**src/rtl/arm_mon_pkg.sv**
```systemverilog
// Shared types and defaults for the ARM memory-bus result monitor.
package arm_mon_pkg;

  typedef enum logic [1:0] {
    ST_RUN     = 2'd0,
    ST_DONE    = 2'd1,
    ST_TIMEOUT = 2'd2
  } mon_state_t;

  typedef struct packed {
    logic [31:0] adr;
    logic [31:0] data;
  } log_entry_t;

  localparam logic [31:0] DONE_ADDR_DEFAULT  = 32'h0000_00FC;
  localparam logic [31:0] PASS_VALUE_DEFAULT = 32'h0000_0001;

endpackage

```
**src/rtl/store_log_fifo.sv**
```systemverilog
// Synchronous FIFO of log entries; head visible one cycle after push into empty.
// Push on a full FIFO is accepted only when a pop happens on the same edge.
module store_log_fifo
  import arm_mon_pkg::*;
#(
  parameter int DEPTH = 4
) (
  input  logic       clk,
  input  logic       rst_n,
  input  logic       push,
  input  log_entry_t push_dat,
  input  logic       pop,
  output log_entry_t pop_dat,
  output logic       full,
  output logic       empty
);

  localparam int AW = $clog2(DEPTH);

  log_entry_t      mem [DEPTH];
  logic [AW-1:0]   wr_ptr;
  logic [AW-1:0]   rd_ptr;
  logic [AW:0]     cnt;
  logic            wr_en;
  logic            rd_en;

  assign empty = (cnt == '0);
  assign full  = (cnt == (AW+1)'(DEPTH));
  assign rd_en = pop && !empty;
  assign wr_en = push && (!full || rd_en);

  // Head reads as zero when empty so stale storage never leaks out after reset.
  assign pop_dat = empty ? '0 : mem[rd_ptr];

  always_ff @(posedge clk) begin
    if (wr_en) mem[wr_ptr] <= push_dat;
  end

  always_ff @(posedge clk or negedge rst_n) begin
    if (!rst_n) begin
      wr_ptr <= '0;
      rd_ptr <= '0;
      cnt    <= '0;
    end else begin
      if (wr_en) wr_ptr <= wr_ptr + AW'(1);
      if (rd_en) rd_ptr <= rd_ptr + AW'(1);
      case ({wr_en, rd_en})
        2'b10:   cnt <= cnt + (AW+1)'(1);
        2'b01:   cnt <= cnt - (AW+1)'(1);
        default: cnt <= cnt;
      endcase
    end
  end

endmodule

```
**src/rtl/arm_result_monitor.sv**
```systemverilog
// Snoops ARM stores, logs them, and ends the run on a mailbox store or watchdog.
// Status outputs are registered; log drains over valid/ready, overflow is sticky.
module arm_result_monitor
  import arm_mon_pkg::*;
#(
  parameter logic [31:0] DONE_ADDR      = DONE_ADDR_DEFAULT,
  parameter logic [31:0] PASS_VALUE     = PASS_VALUE_DEFAULT,
  parameter int          TIMEOUT_CYCLES = 400,
  parameter int          LOG_DEPTH      = 4
) (
  input  logic        clk,
  input  logic        reset,
  input  logic        MemWrite,
  input  logic [31:0] Adr,
  input  logic [31:0] WriteData,
  output logic        log_valid,
  input  logic        log_ready,
  output logic [31:0] log_adr,
  output logic [31:0] log_data,
  output logic        log_overflow,
  output logic        done,
  output logic        pass,
  output logic        timeout,
  output logic [31:0] result,
  output logic [31:0] cycle_count,
  output logic [15:0] store_count
);

  localparam logic [31:0] WD_LAST = 32'(TIMEOUT_CYCLES - 1);

  mon_state_t state, state_nxt;
  log_entry_t head_dat;
  logic       in_run;
  logic       mailbox_hit;
  logic       log_push;
  logic       log_pop;
  logic       log_full;
  logic       log_empty;

  assign in_run      = (state == ST_RUN);
  assign mailbox_hit = in_run && MemWrite && (Adr == DONE_ADDR);
  assign log_push    = in_run && MemWrite && !mailbox_hit;
  assign log_pop     = log_valid && log_ready;

  store_log_fifo #(.DEPTH(LOG_DEPTH)) u_log (
    .clk      (clk),
    .rst_n    (reset),
    .push     (log_push),
    .push_dat ('{adr: Adr, data: WriteData}),
    .pop      (log_pop),
    .pop_dat  (head_dat),
    .full     (log_full),
    .empty    (log_empty)
  );

  assign log_valid = !log_empty;
  assign log_adr   = head_dat.adr;
  assign log_data  = head_dat.data;
  assign done      = (state == ST_DONE);
  assign timeout   = (state == ST_TIMEOUT);

  always_comb begin
    state_nxt = state;
    case (state)
      // Mailbox beats the watchdog when both land on the same edge.
      ST_RUN: begin
        if (mailbox_hit)                 state_nxt = ST_DONE;
        else if (cycle_count == WD_LAST) state_nxt = ST_TIMEOUT;
      end
      default: state_nxt = state;
    endcase
  end

  always_ff @(posedge clk or negedge reset) begin
    if (!reset) begin
      state        <= ST_RUN;
      pass         <= 1'b0;
      result       <= '0;
      cycle_count  <= '0;
      store_count  <= '0;
      log_overflow <= 1'b0;
    end else begin
      state <= state_nxt;
      if (in_run && cycle_count != '1) cycle_count <= cycle_count + 32'd1;
      if (in_run && MemWrite && store_count != '1) store_count <= store_count + 16'd1;
      if (mailbox_hit) begin
        result <= WriteData;
        pass   <= (WriteData == PASS_VALUE);
      end
      if (log_push && log_full && !log_pop) log_overflow <= 1'b1;
    end
  end

endmodule

```
**config.mk**
```make
export PLATFORM = sky130hd
export DESIGN_NAME = arm_result_monitor
export DESIGN_NICKNAME = d
export VERILOG_FILES = /design/src/rtl/arm_mon_pkg.sv /design/src/rtl/store_log_fifo.sv /design/src/rtl/arm_result_monitor.sv
export SDC_FILE = /design/constraint.sdc
export NUM_CORES = 1
export LEC_CHECK = 0
export CORE_ASPECT_RATIO = 0.7
export CORE_UTILIZATION = 54
export DETAILED_ROUTE_END_ITERATION = 16
export PLACE_DENSITY = 0.8
export SETUP_SLACK_MARGIN = 0.5
export SLEW_MARGIN = 5
export SYNTH_ARGS = -nofsm -noshare
export SYNTH_HDL_FRONTEND = slang
export SYNTH_SLANG_ARGS = --single-unit
```
**constraint.sdc**
```tcl
create_clock -name clk -period 4.2 [get_ports clk]
set_input_delay 0.42 -clock clk [delete_from_list [all_inputs] [get_ports clk]]
set_output_delay 0.42 -clock clk [all_outputs]
set_load 0.01 [all_outputs]
```
* Word level (Yosys, flattened, before mapping)
Memory sizes are Yosys's and may differ from the RTL's.
Cells that the tools add are included.
** Cells by class
- $add $sub $neg :: 6
- $mul :: 0
- Div/mod/pow operators :: 0
- Order comparisons :: 0
- Equal/unequal tests :: 10
- Shift operators :: 0
- Muxes and demuxes :: 6
- Bitwise operators :: 0
- Reductions and logical operators :: 20
** Operators by type and width (number)
- two-way mux 64 bit :: 1
- adder 32 x 1 -> 32 bit (second input constant) :: 1
- equality test 32 x 1 -> 1 bit (second input constant) :: 1
- equality test 32 x 8 -> 1 bit (second input constant) :: 1
- equality test 32 x 9 -> 1 bit (second input constant) :: 1
- inequality test 32 bit (second input constant) :: 1
- adder 16 x 1 -> 16 bit (second input constant) :: 1
- inequality test 16 bit (second input constant) :: 1
- logical AND 1 bit :: 10
- case mux 3 bit (2 select lines) :: 1
- adder 2 x 1 -> 2 bit (second input constant) :: 2
- equality test 2 x 1 -> 1 bit (second input constant) :: 2
- equality test 2 bit (second input constant) :: 2
- logical NOT 1 bit :: 4
- two-way mux 2 bit :: 2
- nonzero test 2 bit :: 2
- adder 3 x 1 -> 3 bit (second input constant) :: 1
- equality test 3 bit (second input constant) :: 1
- logical NOT 3 bit :: 1
- subtractor 3 x 1 -> 3 bit (second input constant) :: 1
- logical NOT 2 bit :: 1
- two-way mux 1 bit :: 2
- AND reduction 2 bit :: 1
- logical OR 1 bit :: 1
** Word-level totals
- Register bits :: 91
- Latch bits :: 0
- RAM bits :: 256
- Bits in read-only memories :: 0
- Input bits :: 68
- Output and inout bits :: 149
- Word-level logic and storage cells :: 52
- Memories :: 1
** Memory list
- u_log.mem :: depth 4, bits a word 64, rd ports 1, clocked after memory_dff 0, wr ports 1, RTL line store_log_fifo.sv:20 : log_entry_t mem [DEPTH];

* Depth between registers and ports, before layout
Gate-level depths: netlist of the first run.
- Depth after elaboration :: 8
- Depth in mapped cells :: 10
- Gate-level depth less buffers :: 10

* Cells and area by module
A second synthesis of the first run with hierarchy kept.
** Unflattened totals
- Cells, all modules :: 780
- Area total of the unflattened synthesis :: 14032.2 µm²
** By module, submodules not included
- store_log_fifo :: instances 1, cells each 459, area each 10156.0 µm², sequential area each 7862.5 µm²
- arm_result_monitor :: instances 1, cells each 321, area each 3876.2 µm², sequential area each 2102.0 µm²

* Worst setup path after synthesis of the first run
No wires, ideal clock.
- Path kind :: in2reg
- From :: input port MemWrite
- To :: memory u_log.mem[0][0] (netlist bit), enable pin
- Setup time :: 429 ps
- Data arrival time :: 2850 ps
- Required time :: 3771 ps
- Path slack :: 922 ps
- Cell stages on the path :: 4
- Path through :: or3b_1 clkbuf_1 a211oi_2 and2_1
** Between the ends
- Cells in the longest elaborated chain, start to end :: 7
** RTL lines
- from (decl) :: RTL line arm_result_monitor.sv:13 : input logic MemWrite,
- logical AND 1 bit (*) :: RTL line arm_result_monitor.sv:41, arm_result_monitor.sv:42
- logical AND 1 bit :: RTL line arm_result_monitor.sv:41 : assign mailbox_hit = in_run && MemWrite && (Adr == DONE_ADDR);
- logical NOT 1 bit :: RTL line arm_result_monitor.sv:42 : assign log_push = in_run && MemWrite && !mailbox_hit;
- logical AND 1 bit (*) :: RTL line arm_result_monitor.sv:42
- logical AND 1 bit (*) :: RTL line store_log_fifo.sv:30 : assign wr_en = push && (!full || rd_en);
- two-way mux 1 bit (*) :: RTL line store_log_fifo.sv:36 : if (wr_en) mem[wr_ptr] <= push_dat;
- two-way mux 1 bit (not written as such) (*) :: RTL line store_log_fifo.sv:36
- to (decl) :: RTL line store_log_fifo.sv:20
Mark *: on every way between the ends. The rest lies on a longest branch, timed or not.

* Worst setup path in the final report of the first run
- From :: register u_log.rd_ptr[0]
- To :: output port log_data[23]
** Between the ends
- Cells in the longest elaborated chain, start to end :: 2
** RTL lines
- from (decl) :: RTL line store_log_fifo.sv:22 : logic [AW-1:0] rd_ptr;
- from (signal assigned) :: RTL line store_log_fifo.sv:46 : if (rd_en) rd_ptr <= rd_ptr + AW'(1);
- memory (4 x 64 bit)
- two-way mux 64 bit :: RTL line store_log_fifo.sv:33 : assign pop_dat = empty ? '0 : mem[rd_ptr];
- to (decl) :: RTL line arm_result_monitor.sv:19 : output logic [31:0] log_data,
No other way between the ends.

==> summary.md, run 1 <==
| Metric | Value |
|---|---|
| Logic pwr share | `26.3%` |
| Kind of critical path | `flop to output pin` |
| Hold_buf cts | `0` |
| Peak supply drop | `328.8 uV` |
| Fin crit period | `roughly 3.3 ns` |
| Sequential share of power | `around two fifths` |
| Site Rows | `48` |
| Pwr Density | `between 500 and 600 nW/um^2` |
| Net Sw Power | `about 2.4 mW` |
| Arrival @ worst endpoint | `2.92 ns` |
| Ys flop type | `edfxtp_1` |
| Sequential area share after synthesis | `71.39%` |
| Worst slew pin tran | `roughly 0.85 ns` |
| Hold WC Path Type | `input port to asynchronous set/reset pin` |
| Ys Warns | `0` |
| Setup TNS | `0 ns` |
| Initial DRC Count | `437` |
| 1st-pass router iterations | `5` |
| Die H | `between 100 and 150 um` |
| Final Cell Area | `17,750 sq um` |
| GRT Total Usage | `22.65%` |
| Antenna Diode Count | `0` |
| Critical Path Sink Type | `output pin` |
| Synthesis-to-layout area growth | `27.15%` |
| WP data required | `between 3 and 4 ns` |
| Post-DP HPWL | `around 19 mm` |
| Synthesized area per cell | `18.15 sq um` |
| Clock Power Share | `32.8%` |
| Crit Path Max Fanout | `33` |
| Die area | `~27,000 sq um` |
| Post-synth ARST share | `26.22%` |
| Syn Std Cell Area | `13,960 sq um` |
| Largest net degree at the start of global routing | `60` |
| Syn Nets | `844` |
| Port bufs | `216` |
| Post-route ant nets | `0` |
| Switching part of the total | `between 20% and 30%` |
| Cells after DPL | `1,299` |
| # nets final | `1,085` |
| DR vias | `~7,700` |
| Share of cells above drive strength 1 | `18.53%` |
| First-pass GRT wire length | `about 46 mm` |
| Initial Utilization | `a little under three fifths` |
| Non-Filler Instances | `1,361` |
| CP Launch Type | `flop` |
| Yosys cell types | `53` |
| Clk slew on worst S/H paths | `0.06 ns` |
| Placer congestion estimate | `0.8259` |
| Slew Limit Headroom | `~43%` |
| CTS Root Cell | `clkbuf_16` |
| CTS tree | `built` |
| CTS Buf Count | `34` |
| Final setup violation count | `0` |
| Final Max Slew Viols | `0` |
| Final wirelength | `29.32 mm` |
| Final Hold Vio Count | `0` |
| H-tree levels | `2` |
| Mapped Cells | `769` |
| Area of placed instances | `16,580 sq um` |
| Clock Sinks | `around 350` |
| Final clock period utilization by the worst path | `about four fifths` |
| Setup Fix Bufs, Post-CTS | `0` |
| Drc violations | `0` |
| Total power | `9.535 mW` |
| Fmax | `299.3 MHz` |
| Routed len/inst | `21.54 um` |
| CTS max path bufs | `3` |
| Status | `finished, final reports clean` |
| Number of global-route vias before repair | `slightly above 8,000` |
| GR Overflow Total | `0` |
| Chip width | `194.2 um` |
| Post-layout util | `between 70% and 80%` |
| Initial antenna violation count | `0` |
| Int Pwr | `7.130 mW` |
| Resize count post-CTS | `0` |
| Clk Latency, worst-skew pair | `0.50 ns` |
| Number of synthesized register bits | `347` |
| Ports | `217` |
| Core Footprint | `around 25,000 sq um` |
| Max-cap violations | `0` |
| RSZ-0062 raised after global routing | `no` |
| Final Skew | `0.02001 ns` |
| Number of flops mapped to enable cells by yosys | `about 260` |
| Leakage | `6.325 nW` |
| Vias per cell | `5.674` |
[power groups by stage]
stage               sequential [mW]  combinational, mW  clock [mW]
finish                         3.90               2.51        3.13
CTS                            3.91               2.54        3.19
global route                   3.92               2.66        3.32
detailed placement             3.98               2.54           0
global placement               3.98               2.50           0
floorplan                      3.80               1.45           0
[stage by stage]
step,worst slack [ns],hold WS (ns)
3_3_place_gp,0.7879,0.4566
4_1_cts,0.7745,0.01417
2_1_floorplan,0.9216,0.1244
5_1_grt,0.6954,0.04930
6_report,0.8590,0.002314
3_5_place_dp,0.6906,0.4683
[layer usage]
layer | global-route usage [%] | share of wire, % | up-vias
met4 | 4.586 | 1.1 | 0
met5 | 0 | 0 | -
met2 | 34.27 | 45 | 243
li1 | - | - | 3482
met1 | 34.14 | 47 | 3969
met3 | 5.126 | 6.4 | 28
[Yosys cell counts, types with 2 or more instances]
| library cell | number | area (sq um) |
|---|---|---|
| ha_1 | 6 | 75.07 |
| nand4_1 | 23 | 143.9 |
| buf_2 | 9 | 45.04 |
| nor2b_1 | 3 | 18.77 |
| mux2_2 | 32 | 360.4 |
| xnor2_1 | 43 | 376.6 |
| nor4_1 | 20 | 125.1 |
| nand2_1 | 23 | 86.33 |
| or2_2 | 3 | 18.77 |
| and3_1 | 6 | 37.54 |
| and3_2 | 2 | 15.01 |
| mux2_1 | 3 | 33.78 |
| and4_1 | 5 | 43.79 |
| mux2i_1 | 2 | 20.02 |
| or3_4 | 2 | 22.52 |
| nand3_1 | 19 | 95.09 |
| inv_1 | 11 | 41.29 |
| nor2_1 | 14 | 52.55 |
| o31a_1 | 2 | 17.52 |
| nor4b_1 | 2 | 17.52 |
| clkbuf_1 | 15 | 56.30 |
| and2_1 | 73 | 456.7 |
| o21ai_0 | 2 | 10.01 |
| buf_1 | 5 | 18.77 |
| edfxtp_1 | 256 | 7687 |
| xor2_1 | 7 | 61.31 |
| mux4_2 | 64 | 1441 |
| dfrtp_1 | 91 | 2277 |
| nor3_1 | 2 | 10.01 |
[cell type report]
type                    count  area, sq um
repair buffers            234         2320
inverters                  11        41.29
fillers                  1584         7237
flip-flops and latches    347         9970
well taps                 325        406.6
clock inverters            11        128.9
clock buffers              51         1040
multi-input cells         382         3841
[cells by family (layout without fill, tap and decap cells)]
kind of cell | Yosys count | in the layout | share of synthesized area, %
simple gates | 210 | 210 | 9.207
buf+inv | 40 | 307 | 1.156
compound gates | 14 | 14 | 1.130
flops | 347 | 347 | 71.39
fa+ha+maj | 7 | 7 | 0.6813
xor+xnor | 50 | 50 | 3.138
mux | 101 | 101 | 13.29
[placed cells by master (no fill, tap or decap), types with 2 or more instances in the layout]
master and instances:
nand3_1 18, o31a_1 2, mux2_1 3, inv_1 11
and3_1 6, nor2_1 14, buf_4 17, xor2_1 7
clkinv_2 7, dfrtp_1 89, xnor2_1 43, o21ai_0 2
clkbuf_16 38, nor4_1 20, mux4_2 64, edfxtp_1 256
nor4b_1 2, and2_2 4, and3_2 2, or3_4 2
nor2b_1 3, mux2_2 32, nor3_1 2, bufinv_16 3
nand2_1 23, ha_1 6, mux2i_1 2, and2_1 69
nand4_1 23, clkdlybuf4s50_1 215, clkbuf_1 9, buf_12 2
or2_2 3, and4_1 5, clkbuf_8 4
[flip-flops by register name (all words and copies together) (netlist names)]
| register | cells |
|---|---|
| log_overflow | 1 |
| u_log.wr_ptr | 2 |
| store_count | 16 |
| u_log.rd_ptr | 2 |
| result | 32 |
| u_log.mem | 256 |
| u_log.cnt | 3 |
| state | 2 |
| cycle_count | 32 |
| pass | 1 |
[worst max-delay path: stages, from the launching register on]
cell,delay [ns]
dfrtp_4,0.88
buf_12,0.32
mux4_2,0.56
and2_1,0.18
clkdlybuf4s50_1,0.48
[worst paths after layout]
kind / start / to / slack (ns) / cells past startpoint
setup / recovery: u_log.rd_ptr[0] / log_data[23] / 0.86 / 4
hold / removal: reset / cycle_count[22] / 0.002 / 1
setup reg to reg: state[0] / u_log.mem[2][19] / 1.46 / 4
hold reg to reg: log_overflow / log_overflow / 0.48 / 1
max in group asynchronous: reset / result[30] / 3.23 / 2
min in group clk: log_overflow / log_overflow / 0.48 / 1
(Power assumes the default switching activity.)
==> run 2: changes to the inputs <==
==> constraint.sdc (replaced) <==
create_clock -name clk -period 3.15 [get_ports clk]
set_input_delay 0.315 -clock clk [delete_from_list [all_inputs] [get_ports clk]]
set_output_delay 0.315 -clock clk [all_outputs]
set_load 0.01 [all_outputs]
==> summary.md, run 2 (synthesis results as in run 1) <==
| Metric | Value |
|---|---|
| Largest regs | `u_log.mem x256, cycle_count x32, result x32` |
| CP max stage delay | `0.52 ns (-0.36 ns)` |
| Worst slew pin tran | `0.7829 ns (-0.06718 ns)` |
| # nets final | `1,129 (+4.1%)` |
| Status | `finished, final reports clean` |
| Critical Path Sink Type | `flop` |
| Largest register FFs | `256 (unchanged)` |
| Crit-path cells | `clkdlybuf4s50_1 > nor4bb_4 > nand4_1 > o21ai_2 > nand2_1 > fa_1 > nor2b_1 > nand3_1 > o211ai_1 > a211oi_1 > o311ai_0` |
| Leakage | `6.754 nW (+6.8%)` |
| Worst Path Buf+Inv | `1 (-1)` |
| Pwr Density | `698.1 nW/um^2 (+30%)` |
| Fmax | `362.6 MHz` |
| Die H | `136.5 um (unchanged)` |
| Final setup violation count | `0 (unchanged)` |
| Clk slew on worst S/H paths | `0.06 ns (about the same)` |
| Initial antenna violation count | `1 (+1)` |
| CTS tree | `built` |
| Family with the most delay on the worst path | `simple AND/OR/NAND/NOR gates` |
| Kind of critical path | `input port to flop` |
| Crit Path Max Fanout | `5 (-85%)` |
| GR Overflow Total | `0 (unchanged)` |
| Initial Utilization | `55.86% (unchanged)` |
| Antenna Diode Count | `0 (unchanged)` |
| Reg-to-Reg End | `u_log.mem[1][39]` |
| Largest Register | `u_log.mem` |
| Most common cell after layout, fill and taps aside | `edfxtp_1` |
| Peak supply drop | `371.4 uV (+13%)` |
| Final wirelength | `31.19 mm (+6.4%)` |
| CTS Root Cell | `clkbuf_16` |
| Most frequent cells in the layout | `256 x edfxtp_1, 152 x clkdlybuf4s50_1, 89 x dfrtp_1, 68 x and2_1, 64 x mux4_2` |
| Clk Latency, worst-skew pair | `0.50 ns (about the same)` |
| Final Hold Vio Count | `0 (unchanged)` |
| Non-Filler Instances | `1,402 (+3.0%)` |
| Fin crit period | `2.758 ns` |
| Synthesis-to-layout area growth | `30.25%` |
| Drc violations | `0 (unchanged)` |
| Reg2Reg Setup Slack | `0.59 ns (-0.87 ns)` |
| Vias per cell | `5.699 (+0.44%)` |
| DR vias | `7,990 (+3.5%)` |
| Number of global-route vias before repair | `8,280 (+2.9%)` |
| Arrival @ worst endpoint | `3.11 ns (+0.19 ns)` |
| 1st-pass router iterations | `4 (-1)` |
| Chip width | `194.2 um (unchanged)` |
| WP data required | `3.50 ns (-0.28 ns)` |
| Die area | `26,500 sq um (unchanged)` |
| CTS Buf Count | `34 (unchanged)` |
| RSZ-0062 raised after global routing | `yes` |
| Clock Sinks | `347 (unchanged)` |
| Post-DP HPWL | `19.36 mm (+3.8%)` |
| Placer congestion estimate | `0.7994 (-3.2%)` |
| Total power | `12.69 mW (+33%)` |
| H-tree levels | `2 (unchanged)` |
| CTS max path bufs | `3 (unchanged)` |
| Setup TNS | `0 ns (unchanged)` |
| First-pass GRT wire length | `48.30 mm (+5.6%)` |
| Core Footprint | `24,980 sq um (unchanged)` |
| Site Rows | `48 (unchanged)` |
| Post-route ant nets | `0 (unchanged)` |
| Final Max Slew Viols | `0 (unchanged)` |
| Minimum hold slack | `0.3761 ns (+0.3738 ns)` |
| Cells after DPL | `1,315 (+1.2%)` |
| Reg-to-reg startpoint | `state[1]` |
| Max-cap violations | `0 (unchanged)` |
| Share of cells above drive strength 1 | `24.14% (+5.6 points)` |
| CP max stage cell | `clkdlybuf4s50_1` |
| Routed len/inst | `22.25 um (+3.3%)` |
| GRT Total Usage | `24.18% (+1.5 points)` |
| Slew Limit Headroom | `47.64% (+4.3 points)` |
| Port bufs | `216 (unchanged)` |
| Ports | `217 (unchanged)` |
| Hold WC Path Type | `input port to asynchronous set/reset pin` |
| Initial DRC Count | `602 (+38%)` |
| Final Skew | `0.009874 ns (-0.01014 ns)` |
| Final clock period utilization by the worst path | `87.56%` |
| Largest net degree at the start of global routing | `50 (-17%)` |
| Worst R2R Path Depth | `4 (unchanged)` |
| CP Launch Type | `input port` |
run 2: through the flow:
| step | area (sq um) | setup slack, ns | utilization, % |
|---|---|---|---|
| after global placement | 16850 | -0.2687 | 67.45 |
| after global routing | 18180 | 0.2612 | 72.76 |
| final | 18180 | 0.3918 | 72.76 |
| after detailed placement | 16850 | -0.3434 | 67.45 |
| after CTS | 18140 | 0.3450 | 72.61 |
| after floorplan | 13960 | 0.5574 | - |
run 2: repair_timing:
action                                  CTS  global route
setup buffers                            14            10
gates resized for setup                  64            78
hold endpoints to repair                 47             0
pin swaps                                 0             2
cloned                                    3             0
hold buffers                              1             0
endpoints found under the setup margin   65            45
run 2: metal layers:
metal | up-vias | track usage (%) | wire length, um | part of all wire (%)
met2 | 297 | 38.45 | 14500 | 46
li1 | 3576 | - | - | -
met4 | 0 | 4.982 | 435 | 1.4
met3 | 39 | 5.372 | 2116 | 6.8
met1 | 4078 | 34.89 | 14140 | 45
met5 | - | 0 | 0 | 0
run 2: final cells by class:
| cell class | instances | area [sq um] |
|---|---|---|
| clock inverters | 14 | 128.9 |
| fillers | 1553 | 6805 |
| inverters | 11 | 41.29 |
| flip-flops and latches | 347 | 9970 |
| repair buffers | 278 | 2830 |
| well taps | 325 | 406.6 |
| clock buffers | 45 | 923.4 |
| multi-input cells | 382 | 3879 |
run 2: how the worst max path moves through the flow:
stage              from              end  slack, ns  cells after the start
4_1_cts         Adr[24]     u_log.cnt[2]       0.34                     11
5_1_grt          Adr[1]     u_log.cnt[2]       0.26                     11
3_3_place_gp     Adr[1]     u_log.cnt[2]      -0.27                     11
2_1_floorplan  state[1]  u_log.mem[0][0]       0.56                      4
6_report         Adr[1]     u_log.cnt[2]       0.39                     11
3_5_place_dp     Adr[1]     u_log.cnt[2]      -0.34                     11
run 2: power by group:
part	leakage, nW	switching [mW]	internal, mW
sequential	3.54	0.0570	4.96
clock	0.514	1.62	2.24
combinational	2.70	1.69	2.13
